$ cat config.mk
export PLATFORM = sky130hd
export DESIGN_NAME = pool_window_buffer_flat
export DESIGN_NICKNAME = d
export VERILOG_FILES = /design/src/rtl/pool_window_buffer_if.sv /design/src/rtl/pool_window_buffer.sv /design/src/flat_wrapper.sv
export SDC_FILE = /design/constraint.sdc
export NUM_CORES = 1
export LEC_CHECK = 0
export BUFFER_PORTS_ARGS = -buffer_cell sky130_fd_sc_hd__buf_2
export CORE_ASPECT_RATIO = 1.2
export CORE_MARGIN = 2
export CORE_UTILIZATION = 50
export DETAILED_ROUTE_END_ITERATION = 12
export PLACE_DENSITY = 0.69
export SLEW_MARGIN = 40
export SYNTH_ARGS = -nofsm -noshare
export SYNTH_HDL_FRONTEND = slang
export SYNTH_SLANG_ARGS = --single-unit
$ cat constraint.sdc
create_clock -name clk -period 3.5 [get_ports clk]
set_input_delay 0.175 -clock clk [delete_from_list [all_inputs] [get_ports clk]]
set_output_delay 0.175 -clock clk [all_outputs]
set_load 0.02 [all_outputs]
$ cat src/rtl/pool_window_buffer_if.sv
// rtl/pool_window_buffer_if.sv - pixel-in / window-out bus of the pooling window buffer
interface pool_window_buffer_if #(
    parameter int DATA_WIDTH = 20
);
    logic                  in_valid;
    logic [DATA_WIDTH-1:0] in_data;
    logic                  out_valid;
    logic [DATA_WIDTH-1:0] out_window [3:0];
    logic                  frame_done;

    modport master (
        output in_valid, in_data,
        input  out_valid, out_window, frame_done
    );

    modport slave (
        input  in_valid, in_data,
        output out_valid, out_window, frame_done
    );
endinterface

$ cat src/rtl/pool_window_buffer.sv
// rtl/pool_window_buffer.sv - assembles raster pixels into 2x2 stride-2 windows for max pooling
module pool_window_buffer #(
    parameter int DATA_WIDTH  = 20,
    parameter int FMAP_WIDTH  = 28,
    parameter int FMAP_HEIGHT = 28,
    localparam int CW = $clog2(FMAP_WIDTH),
    localparam int RW = $clog2(FMAP_HEIGHT)
) (
    input  logic                 clk,
    input  logic                 rst_n,
    pool_window_buffer_if.slave  bus,
    output logic [CW-1:0]        col_idx,
    output logic [RW-1:0]        row_idx
);
    localparam logic [CW-1:0] LAST_COL = CW'(FMAP_WIDTH - 1);
    localparam logic [RW-1:0] LAST_ROW = RW'(FMAP_HEIGHT - 1);
    localparam logic [CW-1:0] FD_COL   = CW'(2 * (FMAP_WIDTH / 2) - 1);
    localparam logic [RW-1:0] FD_ROW   = RW'(2 * (FMAP_HEIGHT / 2) - 1);
    localparam bit            ODD_W    = (FMAP_WIDTH % 2) != 0;

    logic [CW-1:0]         col_q, col_d;
    logic [RW-1:0]         row_q, row_d;
    logic [DATA_WIDTH-1:0] line_buf_q [0:FMAP_WIDTH-1];
    logic [DATA_WIDTH-1:0] line_buf_d [0:FMAP_WIDTH-1];
    logic [DATA_WIDTH-1:0] left_q, left_d;
    logic                  out_valid_q, out_valid_d;
    logic                  frame_done_q, frame_done_d;
    logic [DATA_WIDTH-1:0] out_window_q [3:0];
    logic [DATA_WIDTH-1:0] out_window_d [3:0];
    logic                  col_paired;

    // An unpaired trailing column on odd-width maps never becomes a left pixel.
    assign col_paired = ODD_W ? (col_q != LAST_COL) : 1'b1;

    always_comb begin
        col_d        = col_q;
        row_d        = row_q;
        line_buf_d   = line_buf_q;
        left_d       = left_q;
        out_valid_d  = 1'b0;
        frame_done_d = 1'b0;
        out_window_d = out_window_q;
        if (bus.in_valid) begin
            if (col_q == LAST_COL) begin
                col_d = '0;
                row_d = (row_q == LAST_ROW) ? '0 : row_q + 1'b1;
            end else begin
                col_d = col_q + 1'b1;
            end
            if (!row_q[0]) begin
                line_buf_d[col_q] = bus.in_data;
            end else if (!col_q[0]) begin
                if (col_paired) begin
                    left_d = bus.in_data;
                end
            end else begin
                out_valid_d     = 1'b1;
                out_window_d[0] = line_buf_q[col_q - 1'b1];
                out_window_d[1] = line_buf_q[col_q];
                out_window_d[2] = left_q;
                out_window_d[3] = bus.in_data;
                frame_done_d    = (row_q == FD_ROW) && (col_q == FD_COL);
            end
        end
    end

    always_ff @(posedge clk or negedge rst_n) begin
        if (!rst_n) begin
            col_q        <= '0;
            row_q        <= '0;
            left_q       <= '0;
            out_valid_q  <= 1'b0;
            frame_done_q <= 1'b0;
            for (int i = 0; i < FMAP_WIDTH; i++) begin
                line_buf_q[i] <= '0;
            end
            for (int k = 0; k < 4; k++) begin
                out_window_q[k] <= '0;
            end
        end else begin
            col_q        <= col_d;
            row_q        <= row_d;
            left_q       <= left_d;
            out_valid_q  <= out_valid_d;
            frame_done_q <= frame_done_d;
            line_buf_q   <= line_buf_d;
            out_window_q <= out_window_d;
        end
    end

    assign bus.out_valid  = out_valid_q;
    assign bus.frame_done = frame_done_q;
    assign bus.out_window = out_window_q;
    assign col_idx        = col_q;
    assign row_idx        = row_q;
endmodule
$ cat src/flat_wrapper.sv
// flat-port wrapper written by rule: the top's interface ports become plain ports
module pool_window_buffer_flat 
#(
    parameter int DATA_WIDTH  = 20,
    parameter int FMAP_WIDTH  = 28,
    parameter int FMAP_HEIGHT = 28,
    localparam int CW = $clog2(FMAP_WIDTH),
    localparam int RW = $clog2(FMAP_HEIGHT)
)
  (clk, rst_n, col_idx, row_idx, bus_in_valid, bus_in_data, bus_out_valid, bus_out_window, bus_frame_done);
  pool_window_buffer_if #(.DATA_WIDTH(DATA_WIDTH)) bus_i ();
  input  logic clk;
  input  logic rst_n;
  output logic [CW-1:0] col_idx;
  output logic [RW-1:0] row_idx;
  input wire logic [$bits(bus_i.in_valid)-1:0] bus_in_valid;
  input wire logic [$bits(bus_i.in_data)-1:0] bus_in_data;
  output wire logic [$bits(bus_i.out_valid)-1:0] bus_out_valid;
  output wire logic [$bits(bus_i.out_window)-1:0] bus_out_window;
  output wire logic [$bits(bus_i.frame_done)-1:0] bus_frame_done;
  assign bus_i.in_valid = bus_in_valid;
  assign bus_i.in_data = bus_in_data;
  assign bus_out_valid = bus_i.out_valid;
  assign bus_out_window = {>>{bus_i.out_window}};
  assign bus_frame_done = bus_i.frame_done;
  pool_window_buffer #(.DATA_WIDTH(DATA_WIDTH), .FMAP_WIDTH(FMAP_WIDTH), .FMAP_HEIGHT(FMAP_HEIGHT)) u_core (.clk(clk), .rst_n(rst_n), .bus(bus_i), .col_idx(col_idx), .row_idx(row_idx));
endmodule
==> impl_metrics.yaml <==
outcome:
  status: "complete, no violations"
global_routing:
  grt_pass1_wl_mm: 155
  globalRouteTotalUtil: 0.290
  grt.overflow.total: 0
  antenna_found_initial: 2
  grt_pass1_vias: 23600
  grt_max_degree: 113
layout:
  fillers: 5323
  area_delta_synth_final_pct: 11.9
  drive_gt1_frac: 0.498
  final_common_cell: "dfrtp_1"
  final_cell_mix: "dfrtp_1, mux2_2, mux4_2"
  seq_area_um2: 16800
  multi_input_area_um2: 16400
  nets: 2469
die:
  core-area_um2: 68200
  io-pin-count: 115
  die_h_um: 291
  die_area_um2: 70700
  start_util: 0.503
  fp-row-count: 105
  die_width_um: 243
timing:
  relSlewSlack: 0.399
  worst_pin_slew_ns: 0.901
  final.min_clock_period_ns: 2.83
  tns_ns: 0
  setup_viol: 0
  timing.final.crit_share: 0.808
  rsz0062_at_grt: "false"
  fin_skew_ns: 0.0223
  fin_ws_ns: 0.673
  fmax_mhz: 354
  final_max_slew_viol_count: 0
  hold_viol_final: 0
pwr:
  p_leak_nw: 17.5
  p_total_mw: 29.0
  peakVddDrop_mv: 0.752
  p_per_area_nw_per_um2: 755
clock_network:
  post_cts_buffers: 0
  cts_root_buffer: "clkbuf_16"
  cts_sinks: 672
  htreeDepth: 3
  clk_pin_slew_ns: 0.06
  cts_buffers: 67
  cts_buffer_depth: 3
  tritoncts: "yes"
  clkLatencyLatePin_ns: 0.63
critical_path:
  ff2ff_path_depth: 8
  critPathSlowestCell: "dfrtp_4"
  cp-start-kind: "register"
  cp-end-kind: "register"
  crit_chain: "inv_1, ha_4, buf_12, mux4_2, a21oi_1, o22ai_1, a31oi_1, a21oi_1"
  worstPathArrival_ns: 3.33
  worst_path_most_repeated_cell: "a21oi_1"
  max_stage_delay_ns: 0.64
  critPathKind: "reg2reg"
  cp.required_ns: 4.00
  regToRegStartpoint: "u_core.col_idx[0]$_DFFE_PN0P_"
  r2r-end: "u_core.bus.out_window[7]$_DFFE_PN0P_"
  critPathMaxFanout: 53
  r2r_setup_slack_ns: 0.67
  cp-startpoint: "u_core.col_idx[0]$_DFFE_PN0P_"
detailed_routing:
  drt_pass1_iterations: 6
  ant_nets: 0
  drc: 0
  routed_via_density: 6.71
  dr.first_iter.drc_count: 2341
  vias: 22800
  wl_mm: 101
  wl_per_cell_um: 29.8
yosys:
  synthTopCellsByArea: "dfrtp_1, mux2_2, mux4_2, nand2_1, buf_2"
  synthFlopType: "dfrtp_1"
  yosysWarnings: 0
  yosysTopAreaCell: "dfrtp_1"
  seq_area_frac_synth: 0.490
  syn_area_um2: 34300
  postSynthCellCount: 2396
  syn_nets: 2425
  ys_seq_elements: 672
  avgSynthCellArea_um2: 14.3
  synth_cell_types: 48
  synth_edf_count: 0
  synth_top_area_share: 0.490
  async_reset_ff_frac: 1.00
place:
  dp_slack_ns: 0.756
  port_buffers: 114
  place_congestion: 0.856
  place_hpwl_mm: 65.6
hold_path:
  holdPathEnd: "u_core.bus.out_window[68]$_DFFE_PN0P_"
  min_path_type: "in2reg"
  min_path_cells: 3
  hp-start: "bus_in_data[8]"
flow_run:
  cap_viol_max_count: 0
## per-layer routing
metal  track usage  routed length, um  vias to the layer above
li1              -                  -                     9125
met3        0.0551               8120                      244
met1         0.397              40400                    12300
met4         0.135               4710                        0
met5             0                  0                        -
met2         0.453              48300                     1201
## how the worst max path moves through the flow
stage	to	slack [ns]	depth (start not counted)
2_1_floorplan	u_core.bus.out_window[10]$_DFFE_PN0P_	0.43	14
3_3_place_gp	u_core.bus.out_window[35]$_DFFE_PN0P_	0.62	5
3_5_place_dp	u_core.bus.out_window[7]$_DFFE_PN0P_	0.76	8
4_1_cts	u_core.bus.out_window[7]$_DFFE_PN0P_	0.75	8
5_1_grt	u_core.bus.out_window[5]$_DFFE_PN0P_	0.60	8
6_report	u_core.bus.out_window[7]$_DFFE_PN0P_	0.67	8
## per-stage QoR
stage | cell area, um^2 | cells | utilization | hold WS (ns)
after floorplan | 34300 | 2396 | - | -0.121
after global placement | 36100 | 3277 | 0.529 | 0.202
after detailed placement | 36100 | 3278 | 0.529 | 0.202
after CTS | 38400 | 3400 | 0.563 | 0.0107
after global routing | 38400 | 3401 | 0.563 | 0.0535
final | 38400 | 3401 | 0.563 | 0.0339
## cell type report
class / count / share of cell area
Inverter: 5 / 0.000554
Multi-Input combinational cell: 1467 / 0.428
Sequential cell: 672 / 0.438
Antenna cell: 1 / 0.0000652
Clock inverter: 20 / 0.00688
Timing Repair Buffer: 227 / 0.0444
Clock buffer: 100 / 0.0527
Tap cell: 909 / 0.0296
## sequential cells by signal, indices dropped and copies added (netlist names)
| signal | cells |
|---|---|
| u_core.bus.frame_done | 1 |
| u_core.bus.out_valid | 1 |
| u_core.bus.out_window | 80 |
| u_core.col_idx | 5 |
| u_core.left_q | 20 |
| u_core.line_buf_q | 560 |
| u_core.row_idx | 5 |
## what timing repair did
action | 4_1_cts | 5_1_grt
gates resized for setup | 0 | 0
hold buffers | 2 | 0
endpoints found under the hold margin | 58 | 0
## cells by family (layout without fill, tap and decap cells)
family,count (synthesis),count (layout),share of synthesized area
AOI/OAI and AO/OA,243,243,0.0454
xor gates and xnor gates,3,3,0.000766
adders and majority gates,6,6,0.00219
buffers and inverters,257,352,0.0363
DFF,672,672,0.490
muxes,885,885,0.382
other,0,1,0
and+or+nand+nor,330,330,0.0434
## critical path, delay by kind of cell, from the launching register on
kind	cells	cell delay (ns)
multiplexers	1	0.37
AO/OA/AOI/OAI	4	0.71
flip-flops	1	0.64
adder cells (fa/ha/maj)	1	0.36
buffers and inverters	2	0.53
## synthesized netlist by cell type (17+ instances only)
cell type  number
o22ai_1        21
a22oi_1        54
o22a_1         17
mux2i_1        23
nand3_1        58
buf_2          97
dfrtp_1       672
a21oi_1        68
mux2_2        582
o21ai_0        35
and2_1         23
nand2_1       150
nor3_1         23
clkbuf_1      122
mux4_2        280
nor2_1         49
a31oi_1        21
## power by group
| part | total, mW | internal, mW | switching [mW] |
|---|---|---|---|
| Combinational | 10.3 | 4.49 | 5.84 |
| Sequential | 11.1 | 9.57 | 1.55 |
| Clock | 7.54 | 4.39 | 3.15 |
| Total | 29.0 | 18.4 | 10.5 |
Power figures use the tool's default switching activity.
